--- src/rtl/pipe_mw_vec_pkg.sv ---
// Shared types for the vector MEM/WB stage: occupancy encoding, the captured
// entry layout and the per-lane write-back result select.
package pipe_pkg;

    localparam int WIDTH = 32;
    localparam int LANES = 4;
    localparam int RA_W  = 5;

    typedef enum logic [1:0] {
        EMPTY = 2'd0,
        ONE   = 2'd1,
        FULL  = 2'd2
    } occ_e;

    typedef struct packed {
        logic                   reg_write;
        logic                   mem_to_reg;
        logic [LANES-1:0]       lane_mask;
        logic [RA_W-1:0]        rd;
        logic [LANES*WIDTH-1:0] mem_rd;
        logic [LANES*WIDTH-1:0] alu_out;
        logic [LANES*WIDTH-1:0] result;
    } mw_entry_t;

    // The select is independent of lane_mask: masked lanes still carry a result.
    function automatic logic [LANES*WIDTH-1:0] sel_result(
        input logic                   mem_to_reg,
        input logic [LANES*WIDTH-1:0] mem_rd,
        input logic [LANES*WIDTH-1:0] alu_out
    );
        logic [LANES*WIDTH-1:0] r;
        r = '0;
        for (int i = 0; i < LANES; i++) begin
            r[i*WIDTH +: WIDTH] = mem_to_reg ? mem_rd[i*WIDTH +: WIDTH]
                                             : alu_out[i*WIDTH +: WIDTH];
        end
        return r;
    endfunction

endpackage

--- src/rtl/pipe_mw_vec_if.sv ---
// Memory-side and write-back-side signals of the MEM/WB stage. The slave
// modport is the stage itself; master is the surrounding pipeline.
interface pipe_mw_vec_if;
    import pipe_pkg::*;

    // Handshake: a transfer happens on a rising edge where valid and ready are
    // both high; valid must not depend on ready, and ready comes from state only.
    logic                   VALID_M;
    logic                   READY_M;
    logic                   REG_WRITE_M;
    logic                   MEM_TO_REG_M;
    logic [LANES-1:0]       LANE_MASK_M;
    logic [RA_W-1:0]        RD_M;
    logic [LANES*WIDTH-1:0] MEM_RD_M;
    logic [LANES*WIDTH-1:0] ALU_OUT_M;

    logic                   VALID_W;
    logic                   READY_W;
    logic                   REG_WRITE_W;
    logic                   MEM_TO_REG_W;
    logic [LANES-1:0]       LANE_MASK_W;
    logic [RA_W-1:0]        RD_W;
    logic [LANES*WIDTH-1:0] MEM_RD_W;
    logic [LANES*WIDTH-1:0] ALU_OUT_W;
    logic [LANES*WIDTH-1:0] RESULT_W;

    modport slave (
        input  VALID_M, REG_WRITE_M, MEM_TO_REG_M, LANE_MASK_M, RD_M, MEM_RD_M, ALU_OUT_M,
        output READY_M,
        output VALID_W, REG_WRITE_W, MEM_TO_REG_W, LANE_MASK_W, RD_W, MEM_RD_W, ALU_OUT_W,
        output RESULT_W,
        input  READY_W
    );

    modport master (
        output VALID_M, REG_WRITE_M, MEM_TO_REG_M, LANE_MASK_M, RD_M, MEM_RD_M, ALU_OUT_M,
        input  READY_M,
        input  VALID_W, REG_WRITE_W, MEM_TO_REG_W, LANE_MASK_W, RD_W, MEM_RD_W, ALU_OUT_W,
        input  RESULT_W,
        output READY_W
    );

endinterface

--- src/rtl/pipe_skid_buf.sv ---
// Two-entry elastic buffer over an opaque payload. src_ready comes from the
// occupancy register only, so no combinational path from dst_ready exists.
module pipe_skid_buf
    import pipe_pkg::*;
#(
    parameter int PW = 8
) (
    input  logic          clk,
    input  logic          rst,
    input  logic          flush,
    input  logic          src_valid,
    output logic          src_ready,
    input  logic [PW-1:0] src_data,
    output logic          dst_valid,
    input  logic          dst_ready,
    output logic [PW-1:0] dst_data,
    output logic [1:0]    state
);

    localparam logic [1:0] S_EMPTY = EMPTY;
    localparam logic [1:0] S_ONE   = ONE;
    localparam logic [1:0] S_FULL  = FULL;

    logic [PW-1:0] head;
    logic [PW-1:0] skid;
    logic          push;
    logic          pop;

    assign src_ready = (state != S_FULL);
    assign dst_valid = (state != S_EMPTY);
    assign dst_data  = head;
    assign push      = src_valid & src_ready & ~flush;
    assign pop       = dst_valid & dst_ready;

    // head is never cleared on pop or flush so outputs hold their last value.
    always_ff @(posedge clk) begin
        if (rst) begin
            state <= S_EMPTY;
            head  <= '0;
            skid  <= '0;
        end else if (flush) begin
            state <= S_EMPTY;
        end else begin
            case (state)
                S_EMPTY: begin
                    if (push) begin
                        head  <= src_data;
                        state <= S_ONE;
                    end
                end
                S_ONE: begin
                    if (push && !pop) begin
                        skid  <= src_data;
                        state <= S_FULL;
                    end else if (push && pop) begin
                        head  <= src_data;
                    end else if (pop) begin
                        state <= S_EMPTY;
                    end
                end
                S_FULL: begin
                    if (pop) begin
                        head  <= skid;
                        state <= S_ONE;
                    end
                end
                default: state <= S_EMPTY;
            endcase
        end
    end

endmodule

--- src/rtl/pipe_mw_vec.sv ---
// Vector MEM/WB stage: captures LANES result words plus control per entry into
// a skid buffer and gates the register-file write controls with VALID_W.
module pipe_mw_vec
    import pipe_pkg::*;
(
    input  logic                 CLK,
    input  logic                 CLR,
    input  logic                 FLUSH,
    pipe_mw_vec_if.slave         bus,
    output occ_e                 occ
);

    mw_entry_t  cap;
    mw_entry_t  head;
    logic [1:0] state;

    // The write-back mux is resolved at capture so RESULT_W is a plain register.
    always_comb begin
        cap            = '0;
        cap.reg_write  = bus.REG_WRITE_M;
        cap.mem_to_reg = bus.MEM_TO_REG_M;
        cap.lane_mask  = bus.LANE_MASK_M;
        cap.rd         = bus.RD_M;
        cap.mem_rd     = bus.MEM_RD_M;
        cap.alu_out    = bus.ALU_OUT_M;
        cap.result     = sel_result(bus.MEM_TO_REG_M, bus.MEM_RD_M, bus.ALU_OUT_M);
    end

    pipe_skid_buf #(
        .PW($bits(mw_entry_t))
    ) u_buf (
        .clk       (CLK),
        .rst       (CLR),
        .flush     (FLUSH),
        .src_valid (bus.VALID_M),
        .src_ready (bus.READY_M),
        .src_data  (cap),
        .dst_valid (bus.VALID_W),
        .dst_ready (bus.READY_W),
        .dst_data  (head),
        .state     (state)
    );

    // A stale head must never reach the register file.
    assign bus.REG_WRITE_W  = head.reg_write & bus.VALID_W;
    assign bus.LANE_MASK_W  = bus.VALID_W ? head.lane_mask : '0;
    assign bus.MEM_TO_REG_W = head.mem_to_reg;
    assign bus.RD_W         = head.rd;
    assign bus.MEM_RD_W     = head.mem_rd;
    assign bus.ALU_OUT_W    = head.alu_out;
    assign bus.RESULT_W     = head.result;
    assign occ              = occ_e'(state);

endmodule

--- src/flat_wrapper.sv ---
// flat-port wrapper written by rule: the top's interface ports become plain ports
module pipe_mw_vec_flat import pipe_pkg::*;
  (CLK, CLR, FLUSH, occ, bus_VALID_M, bus_REG_WRITE_M, bus_MEM_TO_REG_M, bus_LANE_MASK_M, bus_RD_M, bus_MEM_RD_M, bus_ALU_OUT_M, bus_READY_M, bus_VALID_W, bus_REG_WRITE_W, bus_MEM_TO_REG_W, bus_LANE_MASK_W, bus_RD_W, bus_MEM_RD_W, bus_ALU_OUT_W, bus_RESULT_W, bus_READY_W);
  pipe_mw_vec_if bus_i ();
  input  logic CLK;
  input  logic CLR;
  input  logic FLUSH;
  output occ_e occ;
  input wire logic [$bits(bus_i.VALID_M)-1:0] bus_VALID_M;
  input wire logic [$bits(bus_i.REG_WRITE_M)-1:0] bus_REG_WRITE_M;
  input wire logic [$bits(bus_i.MEM_TO_REG_M)-1:0] bus_MEM_TO_REG_M;
  input wire logic [$bits(bus_i.LANE_MASK_M)-1:0] bus_LANE_MASK_M;
  input wire logic [$bits(bus_i.RD_M)-1:0] bus_RD_M;
  input wire logic [$bits(bus_i.MEM_RD_M)-1:0] bus_MEM_RD_M;
  input wire logic [$bits(bus_i.ALU_OUT_M)-1:0] bus_ALU_OUT_M;
  output wire logic [$bits(bus_i.READY_M)-1:0] bus_READY_M;
  output wire logic [$bits(bus_i.VALID_W)-1:0] bus_VALID_W;
  output wire logic [$bits(bus_i.REG_WRITE_W)-1:0] bus_REG_WRITE_W;
  output wire logic [$bits(bus_i.MEM_TO_REG_W)-1:0] bus_MEM_TO_REG_W;
  output wire logic [$bits(bus_i.LANE_MASK_W)-1:0] bus_LANE_MASK_W;
  output wire logic [$bits(bus_i.RD_W)-1:0] bus_RD_W;
  output wire logic [$bits(bus_i.MEM_RD_W)-1:0] bus_MEM_RD_W;
  output wire logic [$bits(bus_i.ALU_OUT_W)-1:0] bus_ALU_OUT_W;
  output wire logic [$bits(bus_i.RESULT_W)-1:0] bus_RESULT_W;
  input wire logic [$bits(bus_i.READY_W)-1:0] bus_READY_W;
  assign bus_i.VALID_M = bus_VALID_M;
  assign bus_i.REG_WRITE_M = bus_REG_WRITE_M;
  assign bus_i.MEM_TO_REG_M = bus_MEM_TO_REG_M;
  assign bus_i.LANE_MASK_M = bus_LANE_MASK_M;
  assign bus_i.RD_M = bus_RD_M;
  assign bus_i.MEM_RD_M = bus_MEM_RD_M;
  assign bus_i.ALU_OUT_M = bus_ALU_OUT_M;
  assign bus_READY_M = bus_i.READY_M;
  assign bus_VALID_W = bus_i.VALID_W;
  assign bus_REG_WRITE_W = bus_i.REG_WRITE_W;
  assign bus_MEM_TO_REG_W = bus_i.MEM_TO_REG_W;
  assign bus_LANE_MASK_W = bus_i.LANE_MASK_W;
  assign bus_RD_W = bus_i.RD_W;
  assign bus_MEM_RD_W = bus_i.MEM_RD_W;
  assign bus_ALU_OUT_W = bus_i.ALU_OUT_W;
  assign bus_RESULT_W = bus_i.RESULT_W;
  assign bus_i.READY_W = bus_READY_W;
  pipe_mw_vec u_core (.CLK(CLK), .CLR(CLR), .FLUSH(FLUSH), .bus(bus_i), .occ(occ));
endmodule
--- config.mk ---
export PLATFORM = sky130hd
export DESIGN_NAME = pipe_mw_vec_flat
export DESIGN_NICKNAME = d
export VERILOG_FILES = /design/src/rtl/pipe_mw_vec_pkg.sv /design/src/rtl/pipe_mw_vec_if.sv /design/src/rtl/pipe_skid_buf.sv /design/src/rtl/pipe_mw_vec.sv /design/src/flat_wrapper.sv
export SDC_FILE = /design/constraint.sdc
export NUM_CORES = 2
export LEC_CHECK = 0
export ABC_AREA = 1
export ABC_CLOCK_PERIOD_IN_PS = 1600
export CAP_MARGIN = 10
export CORE_ASPECT_RATIO = 2
export CORE_UTILIZATION = 30
export CTS_CLUSTER_SIZE = 24
export DETAILED_ROUTE_END_ITERATION = 8
export GPL_TIMING_DRIVEN = 0
export HOLD_SLACK_MARGIN = 0.03
export PLACE_DENSITY = 0.49
export SETUP_SLACK_MARGIN = 0.15
export SYNTH_ARGS = -nofsm -noshare
export SYNTH_HDL_FRONTEND = slang
export SYNTH_SLANG_ARGS = --single-unit
--- constraint.sdc ---
create_clock -name CLK -period 1.6 [get_ports CLK]
set_clock_uncertainty 0.05 [all_clocks]
set_input_delay 0.24 -clock CLK [delete_from_list [all_inputs] [get_ports CLK]]
set_output_delay 0.24 -clock CLK [all_outputs]
set_load 0.01 [all_outputs]
==> impl_metrics.ini <==
[outcome]
status = finished, violations left
violations = negative setup slack

[power_and_ir_drop]
p_sw_share_pct = 28.9
p_int_uw = 36400
p_clk_share_pct = 40.4
seqPwrFrac_pct = 41.1
power.leakage_uw = 0.0253
p_switching_uw = 14800
combPwrFrac_pct = 18.5
vdd_drop_max_mv = 0.710
p_per_area_nw_per_um2 = 956

[min_path]
min_path_type = in -> reg
hp-start = bus_RD_M[1]

[synth]
synthTopCellsByArea = dfxtp_1 (40%), nand2_1 (12%), nor2_1 (9.3%), a21oi_1 (8.6%), nand3_1 (7.9%)
synth_edf_count = 0
yosysMostFrequentCell = nand2_1
synth_cell_types = 18
yosys.area_share.simple_pct = 29.4
netlist_area_sq_um = 40000
synth_top_area_cell = dfxtp_1
netlist_top_cells_count = nand2_1 (1,289), nor2_1 (995), dfxtp_1 (792)
synthMuxAreaShare_pct = 0
syn-num-nets = 6420
synth_top_family_by_area = simple AND/OR/NAND/NOR gates
yosys_warnings = 0
ys_ff_latch = 792
synthCells = 6148
synth_ff_type = dfxtp_1
synth_compound_gate_area_share_pct = 14.0
synthAdderAreaFrac_pct = 0
synth_xor_area_share_pct = 0
async_reset_ff_share_pct = 0
syn_avg_cell_area_sq_um = 6.51
synth_top_area_share_pct = 39.6
yosysSeqAreaShare_pct = 39.6

[timing]
fmax_mhz = 512
min_period_ns = 1.95
worstMarginPinSlew_ns = 0.800
layout_setup_ws_ns = -0.353
fin_crit_sh_pct = 122
drv_slew = 0
slew_headroom_pct = 46.7
rsz0062_at_grt = true
setup-tns-final_ns = -188.54
hold_viol_final = 0
setup_viol_count_final = 1135
holdWs_ns = 0.160

[route]
wl_per_cell_microns = 20.7
drc_errors = 0
vias_per_cell = 4.70
ant_nets = 0
vias = 41109
routed_wl_microns = 181000
drt_iter0_markers = 2211
dr.pass1.iters = 5

[place]
post-place-ws_ns = -1.30
numPortBuffers = 670
place.gp.congestion = 0.898
placed_area_sq_um = 49000
dp_hpwl_microns = 142000

[worst_setup_path]
crit_fanout = 10
worstReg2RegStart = u_core.u_buf.state[0]$_SDFFE_PP0P_
worstSetupStartpointType = flip-flop
cp-startpoint = u_core.u_buf.state[0]$_SDFFE_PP0P_
critical_path_required_ns = 2.13
crit_type = reg -> reg
end_kind = flip-flop
arrival_ns = 2.49

[cts]
clock_sinks = 792
cts_root_buffer = clkbuf_16
cts_tree = built
clock_path_buffers = 3
clk_pin_slew_ns = 0.07
cts_buffers = 82
holdBufCountCts = 0
htreeDepth = 3
clkLatencyLatePin_ns = 0.69

[finish]
num-fill-cells = 14645
drive_gt1_share_pct = 15.5
design_area_sq_um = 53500
multi_input_area_sq_um = 17600
syn_to_final_growth_pct = 33.6
finalNetCount = 7213
register_area_sq_um = 15900

[floorplan]
coreArea_sq_um = 132000
ioPinCount = 671
die_w_microns = 260
die_height_microns = 519
rows = 189
initial_core_util_pct = 30.2
die-area_sq_um = 135000

[run]
maxCapViolCount = 0

[global_route]
grt_max_degree = 16
grt_pass1_vias = 40283
overflow = 0
grt_pass1_wl_microns = 258000
track_usage_pct = 26.1
antenna_found_initial = 34
[repair_timing]
item / 4_1_cts / 5_1_grt
endpoints found under the setup margin: 1191 / 1191
pin swaps: 4 / 7
setup buffers: 20 / 6
gates cloned: 4 / 5
resized for setup: 752 / 408
[cells in the final DEF (no fill, tap or decap), drive strengths merged]
cell type         n
clkinv           24
nor2            997
nand2          1290
o21ai           430
bufinv            9
dfxtp           792
nand4             2
buf             752
dlygate4sd2     338
a21oi           687
clkdlybuf4s50   271
clkinvlp          3
inv             444
clkbuf          335
nand3           631
diode            17
[final timing paths]
| check | to | slack (ns) | depth (start not counted) |
|---|---|---|---|
| hold / removal | u_core.u_buf.skid[385]$_SDFFE_PP0P_ | 0.16 | 3 |
| hold reg to reg | u_core.u_buf.skid[359]$_SDFFE_PP0P_ | 0.40 | 2 |
| setup / recovery | u_core.u_buf.dst_data[39]$_SDFFE_PP0P_ | -0.35 | 9 |
| setup reg to reg | u_core.u_buf.dst_data[39]$_SDFFE_PP0P_ | -0.35 | 9 |
[area by class of cell]
class / instances / area share, %
antenna: 17 / 0.0795
multi-input combinational: 4037 / 32.9
clock buffer: 111 / 4.32
tap: 1719 / 4.02
buffer: 877 / 12.2
clock inverter: 37 / 0.891
inverter: 442 / 3.17
timing repair inverter: 1 / 0.0211
sequential: 792 / 29.8
timing repair buffer: 708 / 12.6
[sequential cells by signal, summed over array words and instances (netlist names)]
register and flops:
u_core.u_buf.dst_data 395, u_core.u_buf.skid 395, u_core.u_buf.state 2
[worst max-delay path, cell delays in order, from the launching register on]
cell,delay [ns]
dfxtp_4,0.41
clkinv_8,0.09
nand2_8,0.13
buf_6,0.25
clkbuf_4,0.27
nor2_1,0.06
a21oi_1,0.26
nand3_1,0.13
nand2_1,0.10
nor2_1,0.05
[metrics by stage]
step	cells	power, uW	util (%)
after detailed placement	8541	30700	37.0
after floorplan	6148	26300	-
final	8741	51100	40.4
after global placement	8537	30700	36.9
after global routing	8727	53200	40.4
after CTS	8713	51400	39.5
[per-layer routing]
layer / track usage (%) / part of all wire, % / up-vias
li1: - / - / 20713
met1: 27.3 / 37 / 18832
met2: 48.9 / 53 / 1241
met3: 5.31 / 6.1 / 291
met4: 11.8 / 4.2 / 32
met5: 0 / 0.11 / -
[cells by family (layout without fill, tap and decap cells)]
family / count (synthesis) / count (layout)
other: 0 / 17
and+or+nand+nor: 2920 / 2920
DFF: 792 / 792
AOI/OAI and AO/OA: 1117 / 1117
buffers and inverters: 1319 / 2176
[power by group through the flow]
stage,clock [uW],sequential [uW],combinational [uW]
finish,20600,21000,9480
global route,21800,21100,10300
CTS,21100,21000,9250
detailed placement,0,21400,9280
global placement,0,21400,9240
floorplan,0,21300,4990
Power figures use the tool's default switching activity.
==> patch (same settings) <==
Reset style: asynchronous (`rst`), changed in one clocked block.
--- a/src/rtl/pipe_skid_buf.sv
+++ b/src/rtl/pipe_skid_buf.sv
@@ -35,3 +35,3 @@
     // head is never cleared on pop or flush so outputs hold their last value.
-    always_ff @(posedge clk) begin
+    always_ff @(posedge clk or posedge rst) begin
         if (rst) begin
Function: not settled (the Yosys comparison gave no result); the edit may change what the design does.
==> patch against the unedited design <==
The run still ends with negative setup slack left. Critical endpoint is now bus_READY_M. Sequential share of layout area increased by 6.1 points. Cell count is 11% lower. Via count decreased by 13%. Sequential cell count unchanged. Area after synthesis shrank 1.7%. Final area increased by 3.3%. Worst setup slack worse by 0.069 ns. Routed wire length is 8.5% lower.
Power is not compared: it rests on default switching activity, and its combinational part moved more than twofold at a synthesized area within 25%.
==> patch: results <==
group,metric,value,unit
sta,fin_ws,-0.422,ns
grt,grt_max_degree,40,
detailed_routing,wl_per_cell,21.3,um
cells_and_area,final_net_count,6266,
worst_setup_path,crit_start,"u_core.u_buf.state[0]",
worst_setup_path,crit_slowest_cell,"dfrtp_2",
grt,grt_usage,0.242,
detailed_routing,drt_iter0_drc,2040,
grt,grt_pass1_wl,237000,um
detailed_routing,vias,36000,
detailed_routing,route.met2.wl,86100,um
placed_design,finalWeightedCongestion,0.881,
synth,synth_area_leaders,"dfrtp_1, nand2_1, nand3_1",
sta,setup_viol,1174,
synth,ys_seq_area_frac,0.504,
synth,synth_compound_area_frac,0.0680,
synth,async_flop_share,1.00,
placed_design,dp.cells,7527,
synth,syn_avg_cell_area,7.67,sq um
worst_setup_path,r2r_slack,-0.40,ns
worst_setup_path,crit_required,1.31,ns
grt,grt_pass1_vias,36700,
hold_path,hp-class,"input port to asynchronous set/reset pin",
synth,synth_flop_cell,"dfrtp_1",
outcome,status,"finished with violations",
detailed_routing,wl_met1,62200,um
detailed_routing,dr.pass1.iters,6,
outcome,violations,"negative setup slack",
sta,relSlewSlack,0.386,
sta,holdWs,0.0717,ns
worst_setup_path,slowest_delay,0.45,ns
grt,met3_usage,0.0539,
synth,synth.distinct_cells,15,
worst_setup_path,crit_path_max_fanout,5,
grt,antenna_found_initial,31,
placed_design,place_ws,-1.81,ns
synth,synth_fp_nets,5405,
## patch: cell types whose count changed in the layout (fill, tap and decap cells not counted), moves of 327 or more
cell,delta
dlygate4sd2_1,-327
dfxtp_1,-752
nor2_1,-985
dfrtp_1,+789
a21oi_1,-666
nand2_1,+776
## patch: through the flow
step | total power, W | cell area [sq um] | setup TNS, ns
detailed placement | 0.0579 | 48700 | -1274.06
CTS | 0.0798 | 53000 | -488.78
finish | 0.0801 | 55200 | -353.38
floorplan | 0.0451 | 39400 | -7599.26
global route | 0.0847 | 55200 | -438.38
global placement | 0.0575 | 48200 | -
## patch: timing repair
item / 4_1_cts / 5_1_grt
gates cloned: 10 / 30
resized for setup: 328 / 579
endpoints found under the hold margin: 146 / 0
buffers inserted: 20 / 7
pin swaps: 5 / 7
hold buffers: 19 / 0
setup endpoints to repair: 1504 / 1317
## patch: power by group through the flow
stage               Sequential, W  Clock (W)  Combinational (W)
detailed placement         0.0311          0             0.0268
finish                     0.0311     0.0208             0.0282
floorplan                  0.0302          0             0.0149
CTS                        0.0308     0.0213             0.0277
global placement           0.0311          0             0.0264
global route               0.0319     0.0219             0.0308
## patch: cell type report
cell class	instances	area [sq um]	area share
diodes	12	30.0	0.000544
plain buffers	720	5890	0.107
clock buffers	116	2400	0.0435
clock inverters	30	410	0.00743
inverters	311	1190	0.0216
multi-input cells	3310	14400	0.260
flip-flops and latches	792	19800	0.359
well taps	1701	2130	0.0385
repair buffers	778	8980	0.163
## patch: final timing paths
kind                       depth (start not counted)                        end
max                                                5                bus_READY_M
min                                                8  u_core.u_buf.dst_data[42]
max reg2reg                                        8     u_core.u_buf.skid[376]
min reg2reg                                        2  u_core.u_buf.dst_data[61]
max in group asynchronous                         14     u_core.u_buf.skid[103]
min in group CLK                                   3     u_core.u_buf.skid[244]
